===== config.mk =====
export PLATFORM = sky130hd
export DESIGN_NAME = mc_ctrl
export DESIGN_NICKNAME = d
export VERILOG_FILES = /design/src/rtl/mc_ctrl.sv
export SDC_FILE = /design/constraint.sdc
export NUM_CORES = 1
export LEC_CHECK = 0
export ABC_AREA = 1
export CORE_MARGIN = 2
export CORE_UTILIZATION = 35
export CTS_CLUSTER_DIAMETER = 80
export DETAILED_ROUTE_END_ITERATION = 10
export PLACE_DENSITY = 0.83
export SLEW_MARGIN = 20
export SYNTH_ARGS = -nofsm -noshare
export SYNTH_HDL_FRONTEND = slang
export SYNTH_SLANG_ARGS = --single-unit

===== constraint.sdc =====
create_clock -name clk -period 1.5 [get_ports clk]
set_clock_uncertainty 0.15 [all_clocks]
set_input_delay 0.375 -clock clk [delete_from_list [all_inputs] [get_ports clk]]
set_output_delay 0.375 -clock clk [all_outputs]
set_load 0.01 [all_outputs]

===== src/rtl/mc_ctrl.sv =====
// Multi-cycle control FSM for the MIPS-subset datapath: sequences each instruction and drives all datapath controls.
// Optional feature: define MC_CTRL_BNE_EN to decode bne (op 000101) as an inverted-condition branch.
module mc_ctrl (
    input  logic       clk,
    input  logic       rst,
    input  logic [5:0] op,
    input  logic [5:0] funct,
    input  logic       zero,
    input  logic       mem_ready,
    output logic       pc_we,
    output logic       ir_we,
    output logic       mem_we,
    output logic       reg_we,
    output logic       iord,
    output logic       mem2reg,
    output logic       regdst,
    output logic       alusrca,
    output logic [1:0] alusrcb,
    output logic [2:0] aluctl,
    output logic [1:0] pcsrc,
    output logic       extop,
    output logic       illegal,
    output logic [3:0] state
);

    typedef enum logic [3:0] {
        S_FETCH  = 4'd0,
        S_DECODE = 4'd1,
        S_MEMADR = 4'd2,
        S_MEMRD  = 4'd3,
        S_MEMWB  = 4'd4,
        S_MEMWR  = 4'd5,
        S_RTEXE  = 4'd6,
        S_ALUWB  = 4'd7,
        S_BRANCH = 4'd8,
        S_IMMEXE = 4'd9,
        S_IMMWB  = 4'd10,
        S_JUMP   = 4'd11
    } state_t;

    localparam logic [5:0] OP_RTYPE = 6'b000000;
    localparam logic [5:0] OP_LW    = 6'b100011;
    localparam logic [5:0] OP_SW    = 6'b101011;
    localparam logic [5:0] OP_BEQ   = 6'b000100;
    localparam logic [5:0] OP_ADDI  = 6'b001000;
    localparam logic [5:0] OP_ANDI  = 6'b001100;
    localparam logic [5:0] OP_ORI   = 6'b001101;
    localparam logic [5:0] OP_J     = 6'b000010;
`ifdef MC_CTRL_BNE_EN
    localparam logic [5:0] OP_BNE   = 6'b000101;
`endif

    localparam logic [2:0] ALU_ADD = 3'b010;
    localparam logic [2:0] ALU_SUB = 3'b110;
    localparam logic [2:0] ALU_AND = 3'b000;
    localparam logic [2:0] ALU_OR  = 3'b001;
    localparam logic [2:0] ALU_SLT = 3'b111;

    state_t state_q, state_d;
    state_t out_state;
    logic   dec_illegal;
    logic   pc_we_c, ir_we_c, mem_we_c, reg_we_c;

    function automatic logic funct_legal(input logic [5:0] f);
        return (f == 6'b100000) || (f == 6'b100010) || (f == 6'b100100) ||
               (f == 6'b100101) || (f == 6'b101010);
    endfunction

    function automatic logic [2:0] rtype_aluctl(input logic [5:0] f);
        case (f)
            6'b100010: return ALU_SUB;
            6'b100100: return ALU_AND;
            6'b100101: return ALU_OR;
            6'b101010: return ALU_SLT;
            default:   return ALU_ADD;
        endcase
    endfunction

    always_comb begin
        state_d     = state_q;
        dec_illegal = 1'b0;
        case (state_q)
            S_FETCH:  if (mem_ready) state_d = S_DECODE;
            S_DECODE: begin
                case (op)
                    OP_LW, OP_SW: state_d = S_MEMADR;
                    OP_RTYPE: begin
                        if (funct_legal(funct)) begin
                            state_d = S_RTEXE;
                        end else begin
                            state_d     = S_FETCH;
                            dec_illegal = 1'b1;
                        end
                    end
                    OP_BEQ:                    state_d = S_BRANCH;
`ifdef MC_CTRL_BNE_EN
                    OP_BNE:                    state_d = S_BRANCH;
`endif
                    OP_ADDI, OP_ANDI, OP_ORI:  state_d = S_IMMEXE;
                    OP_J:                      state_d = S_JUMP;
                    default: begin
                        // PC already advanced in FETCH, so returning to FETCH skips the word.
                        state_d     = S_FETCH;
                        dec_illegal = 1'b1;
                    end
                endcase
            end
            S_MEMADR: state_d = (op == OP_SW) ? S_MEMWR : S_MEMRD;
            S_MEMRD:  if (mem_ready) state_d = S_MEMWB;
            S_MEMWR:  if (mem_ready) state_d = S_FETCH;
            S_RTEXE:  state_d = S_ALUWB;
            S_BRANCH: state_d = S_FETCH;
            S_IMMEXE: state_d = S_IMMWB;
            default:  state_d = S_FETCH;
        endcase
    end

    always_ff @(posedge clk) begin
        if (rst) state_q <= S_FETCH;
        else     state_q <= state_d;
    end

    // During reset the datapath sees FETCH controls with every write suppressed.
    always_comb begin
        out_state = rst ? S_FETCH : state_q;
        pc_we_c   = 1'b0;
        ir_we_c   = 1'b0;
        mem_we_c  = 1'b0;
        reg_we_c  = 1'b0;
        iord      = 1'b0;
        mem2reg   = 1'b0;
        regdst    = 1'b0;
        alusrca   = 1'b0;
        alusrcb   = 2'b00;
        aluctl    = 3'b000;
        pcsrc     = 2'b00;
        extop     = 1'b0;
        case (out_state)
            S_FETCH: begin
                alusrcb = 2'b01;
                aluctl  = ALU_ADD;
                ir_we_c = mem_ready;
                pc_we_c = mem_ready;
            end
            S_DECODE: begin
                alusrcb = 2'b11;
                aluctl  = ALU_ADD;
                extop   = 1'b1;
            end
            S_MEMADR: begin
                alusrca = 1'b1;
                alusrcb = 2'b10;
                aluctl  = ALU_ADD;
                extop   = 1'b1;
            end
            S_MEMRD:  iord = 1'b1;
            S_MEMWB: begin
                reg_we_c = 1'b1;
                mem2reg  = 1'b1;
            end
            S_MEMWR: begin
                iord     = 1'b1;
                mem_we_c = 1'b1;
            end
            S_RTEXE: begin
                alusrca = 1'b1;
                aluctl  = rtype_aluctl(funct);
            end
            S_ALUWB: begin
                reg_we_c = 1'b1;
                regdst   = 1'b1;
            end
            S_BRANCH: begin
                alusrca = 1'b1;
                aluctl  = ALU_SUB;
                pcsrc   = 2'b01;
`ifdef MC_CTRL_BNE_EN
                pc_we_c = (op == OP_BNE) ? ~zero : zero;
`else
                pc_we_c = zero;
`endif
            end
            S_IMMEXE: begin
                alusrca = 1'b1;
                alusrcb = 2'b10;
                case (op)
                    OP_ANDI: aluctl = ALU_AND;
                    OP_ORI:  aluctl = ALU_OR;
                    default: begin
                        aluctl = ALU_ADD;
                        extop  = 1'b1;
                    end
                endcase
            end
            S_IMMWB:  reg_we_c = 1'b1;
            S_JUMP: begin
                pcsrc   = 2'b10;
                pc_we_c = 1'b1;
            end
            default: ;
        endcase
    end

    assign pc_we   = pc_we_c  & ~rst;
    assign ir_we   = ir_we_c  & ~rst;
    assign mem_we  = mem_we_c & ~rst;
    assign reg_we  = reg_we_c & ~rst;
    assign illegal = dec_illegal & ~rst;
    assign state   = state_q;

endmodule


==> results of run 1 <==
==> through the flow <==
step | TNS [ns] | area [um^2] | util, % | hold WS (ns)
after global placement | -17.77 | 1484 | 76.42 | 0.4732
after detailed placement | -18.33 | 1484 | 76.42 | 0.4778
after floorplan | -0.2082 | 785.8 | - | 0.2900
after CTS | -5.303 | 1852 | 95.36 | 0.3580
==> kinds of logic after synthesis <==
logic type	Yosys count	synth area share, %
flops	4	11.27
compound gates	15	14.79
simple gates	100	60.21
buf+inv	25	13.73
==> what timing repair did <==
item	in CTS
setup buffers	16
pin swaps	38
resized for setup	216
endpoints found under the setup margin	25
==> cell usage after synthesis (all sizes together), types with 2 or more instances <==
cell    n
a21oi   2
a31oi   2
dfxtp   4
inv    24
nand2  40
nand3  13
nand4   2
nor2   38
nor3    3
nor4    2
o21ai   9
==> results.cfg, run 1 <==
[synthesis]
synth_edf_count = 0
ys_ff_latch = 4
syn-cell-area_um2 = 710.7
ys.flop_type = dfxtp_1
syn_inst = 144
synth.avg_cell_area_um2 = 4.935
synth_nets = 160
yosysWarnings = 0
async_reset_ff_share_pct = 0
synth_top_area_share_pct = 20.07
ys_types = 22
synthTopCellsByArea = nand2_1, nor2_1, dfxtp_1
yosysSeqAreaShare_pct = 11.27
yosysTopAreaCell = nand2_1

[floorplan]
start_util_pct = 36.60
die_h_um = 49.06
rows = 16
ios = 37
die-width_um = 49.06

[cts]
cts_root_buf = clkbuf_4
htree_levels = 1
numCtsBuffers = 3
hold_buffers = 0
cts_buffer_depth = 2
cts.sinks = 4

[outcome]
outcome = stopped before the end
haltStage = global routing
stop_error = [ERROR DPL-0038] Utilization greater than 100%, impossible to legalize

[placement]
gp_congestion = 0.8837
port_buffers = 36
post-dp-hpwl_um = 2372
pre_cts_ws_ns = -1.214
dpl.cell_count = 248

[global_route]
grt_max_degree = 8

[timing]
worst_path_end_type = top-level output
grt_worst_setup_endpoint = aluctl[1]
==> inputs of run 2 (changes only) <==
CORE_AREA = 2 2 63 65   (was unset)
CORE_MARGIN = unset   (was 2)
CORE_UTILIZATION = unset   (was 35)
CTS_CLUSTER_DIAMETER = unset   (was 80)
DIE_AREA = 0 0 65 67   (was unset)
PLACE_DENSITY = unset   (was 0.83)
PLACE_DENSITY_LB_ADDON = 0.15   (was unset)
clock period = 2 ns   (was 1.5 ns; I/O delays follow)
==> results.cfg, run 2 <==
[outcome]
outcome = complete, but fails checks
violations = setup timing

[setup_path]
cp-end-kind = primary output
startpoint = funct[4]
required_ns = 1.35
start_kind = input port
ff2ff_path_depth = 12
worstReg2RegStart = state[3]
ff2ff_setup_slack_ns = 0.23
crit_type = input port to primary output
timing.rr.end = state[0]
critPathMaxFanout = 4
arrival_ns = 1.40

[floorplan]
die-width_um = 65
die_h_um = 67
ios = 37
dieArea_mm2 = 0.004355
core_area_mm2 = 0.003606
rows = 22
start_util_pct = 19.71

[placement]
port_buffers = 36
post-dp-hpwl_um = 2299
gp_congestion = 0.8091

[job]
drv_cap = 0

[global_route]
grt_max_degree = 7
gr-usage-all-layers_pct = 14.09
grt.overflow.total = 0
antenna_found_initial = 0
grt_pass1_wl_um = 4961
grt_pass1_vias = 1189

[synthesis]
synth_top_cells_by_count = nand2_1, nor2_1, inv_1, nand3_1, o21ai_0
yosysWarnings = 0
yosysSeqAreaShare_pct = 11.27
ys_ff_latch = 4
synth.avg_cell_area_um2 = 4.935
syn-cell-area_um2 = 710.7
ys.flop_type = dfxtp_1
syn_inst = 144
synth_top_area_share_pct = 20.07
synthTopCellsByArea = nand2_1, nor2_1, dfxtp_1
synth.most_common_cell = nand2_1
synth_edf_count = 0
yosysTopAreaCell = nand2_1
synth_nets = 160
async_reset_ff_share_pct = 0
ys_types = 22

[power]
irDropWorstVdd_uv = 222.0
leakagePower_nw = 0.9433
power_density_mw_per_mm2 = 304.5
power_mw = 0.5707

[route]
wl_um = 3169
detail_route.wl_per_cell_um = 11.00
dr_total_vias = 1231
viasPerCell = 4.274
ant_nets = 0
drt-initial-drc-count = 29
first_pass_iters = 4
drc_errors = 0

[timing]
fin_crit_sh_pct = 102.4
rsz0062_at_grt = yes
slew_headroom_pct = 83.27
fin_crit_ns = 2.047
worst_pin_slew_ns = 0.2486
finalSetupTns_ns = -0.06093
timing.final.ws_setup_ns = -0.04734
drv_slew = 0
finalHoldViolCount = 0
fmax_ghz = 0.4884
setup_viol = 2

[cts]
numCtsBuffers = 3
clk_latency_ns = 0.22
hold_buffers = 0
cts.sinks = 4
htree_levels = 1
cts_buffer_depth = 2
cts_root_buf = clkbuf_8
cts_tree = built
path_clk_slew_ns = 0.03

[finish]
final_common_cell = buf_4
antennaDiodeCount = 0
most-common-layout-cells = buf_4, nand2_1, nor2_4
area_growth_pct = 163.7
largest_reg_flops = 4
nets = 258
drive_gt1_share_pct = 69.17

[worst_hold_path]
worstHoldEndpoint = state[3]
min_path_type = input port to register
min_path_cells = 3
worstHoldStart = rst
## run 2: cell counts after synthesis
No cell type changed its count.
## run 2: timing repair
| item | 4_1_cts | 5_1_grt |
|---|---|---|
| resized for setup | 173 | 69 |
| pin swaps | 31 | 27 |
| endpoints found under the hold margin | 0 | 0 |
| setup buffers | 9 | 5 |
| setup endpoints to repair | 17 | 17 |
## run 2: kinds of logic after synthesis
kind of cell    count (synthesis)  synth area share, %
flops                           4                11.27
buf+inv                        25                13.73
compound gates                 15                14.79
simple gates                  100                60.21
## run 2: worst max path at each step
stage | endpoint | slack, ns | depth (start not counted)
finish | illegal | -0.05 | 9
global placement | illegal | -0.96 | 7
global route | illegal | -0.13 | 7
detailed placement | illegal | -0.95 | 7
floorplan | illegal | 0.10 | 5
CTS | illegal | -0.11 | 5
## run 2: worst max-delay path: stages
cell     delay [ns]
buf_8          0.10
nor2_4         0.15
nand3_2        0.08
nand2_2        0.11
nor2_4         0.04
nand2_2        0.06
nand2_2        0.06
and3_4         0.18
buf_6          0.11
## run 2: power breakdown
part | switching (mW) | total [mW] | internal, mW
Sequential | 0.00605 | 0.0901 | 0.0840
Clock | 0.0398 | 0.168 | 0.128
Combinational | 0.155 | 0.313 | 0.158
## run 2: final cells by class
type                       instances  area (um^2)
fill                             349         1732
multi-input combinational        115        819.5
tap                               48        60.06
sequential                         4        90.09
inverter                          24        100.1
clock buffer                       3        41.29
timing repair buffer              94        763.2
## run 2: through the flow
stage | instance area, um^2 | instances | hold WS (ns) | setup slack [ns] | utilization, %
after floorplan | 710.7 | 144 | 0.4204 | 0.1042 | -
after global placement | 1461 | 272 | 0.5281 | -0.9560 | 40.53
after detailed placement | 1461 | 272 | 0.5304 | -0.9541 | 40.53
after CTS | 1688 | 284 | 0.4257 | -0.1140 | 46.81
after global routing | 1874 | 288 | 0.4265 | -0.1315 | 51.98
final | 1874 | 288 | 0.4172 | -0.04734 | 51.98
## run 2: per-layer routing
metal  wire, um  up-vias  part of all wire (%)  global-route usage (%)
li1           -      654                     -                       -
met1       1311      544                    41                   15.68
met2       1680       31                    53                   27.45
met3        156        2                   4.9                   3.716
met4         21        0                  0.66                   1.330
met5          0        -                     0                       0
(Power assumes the default switching activity.)
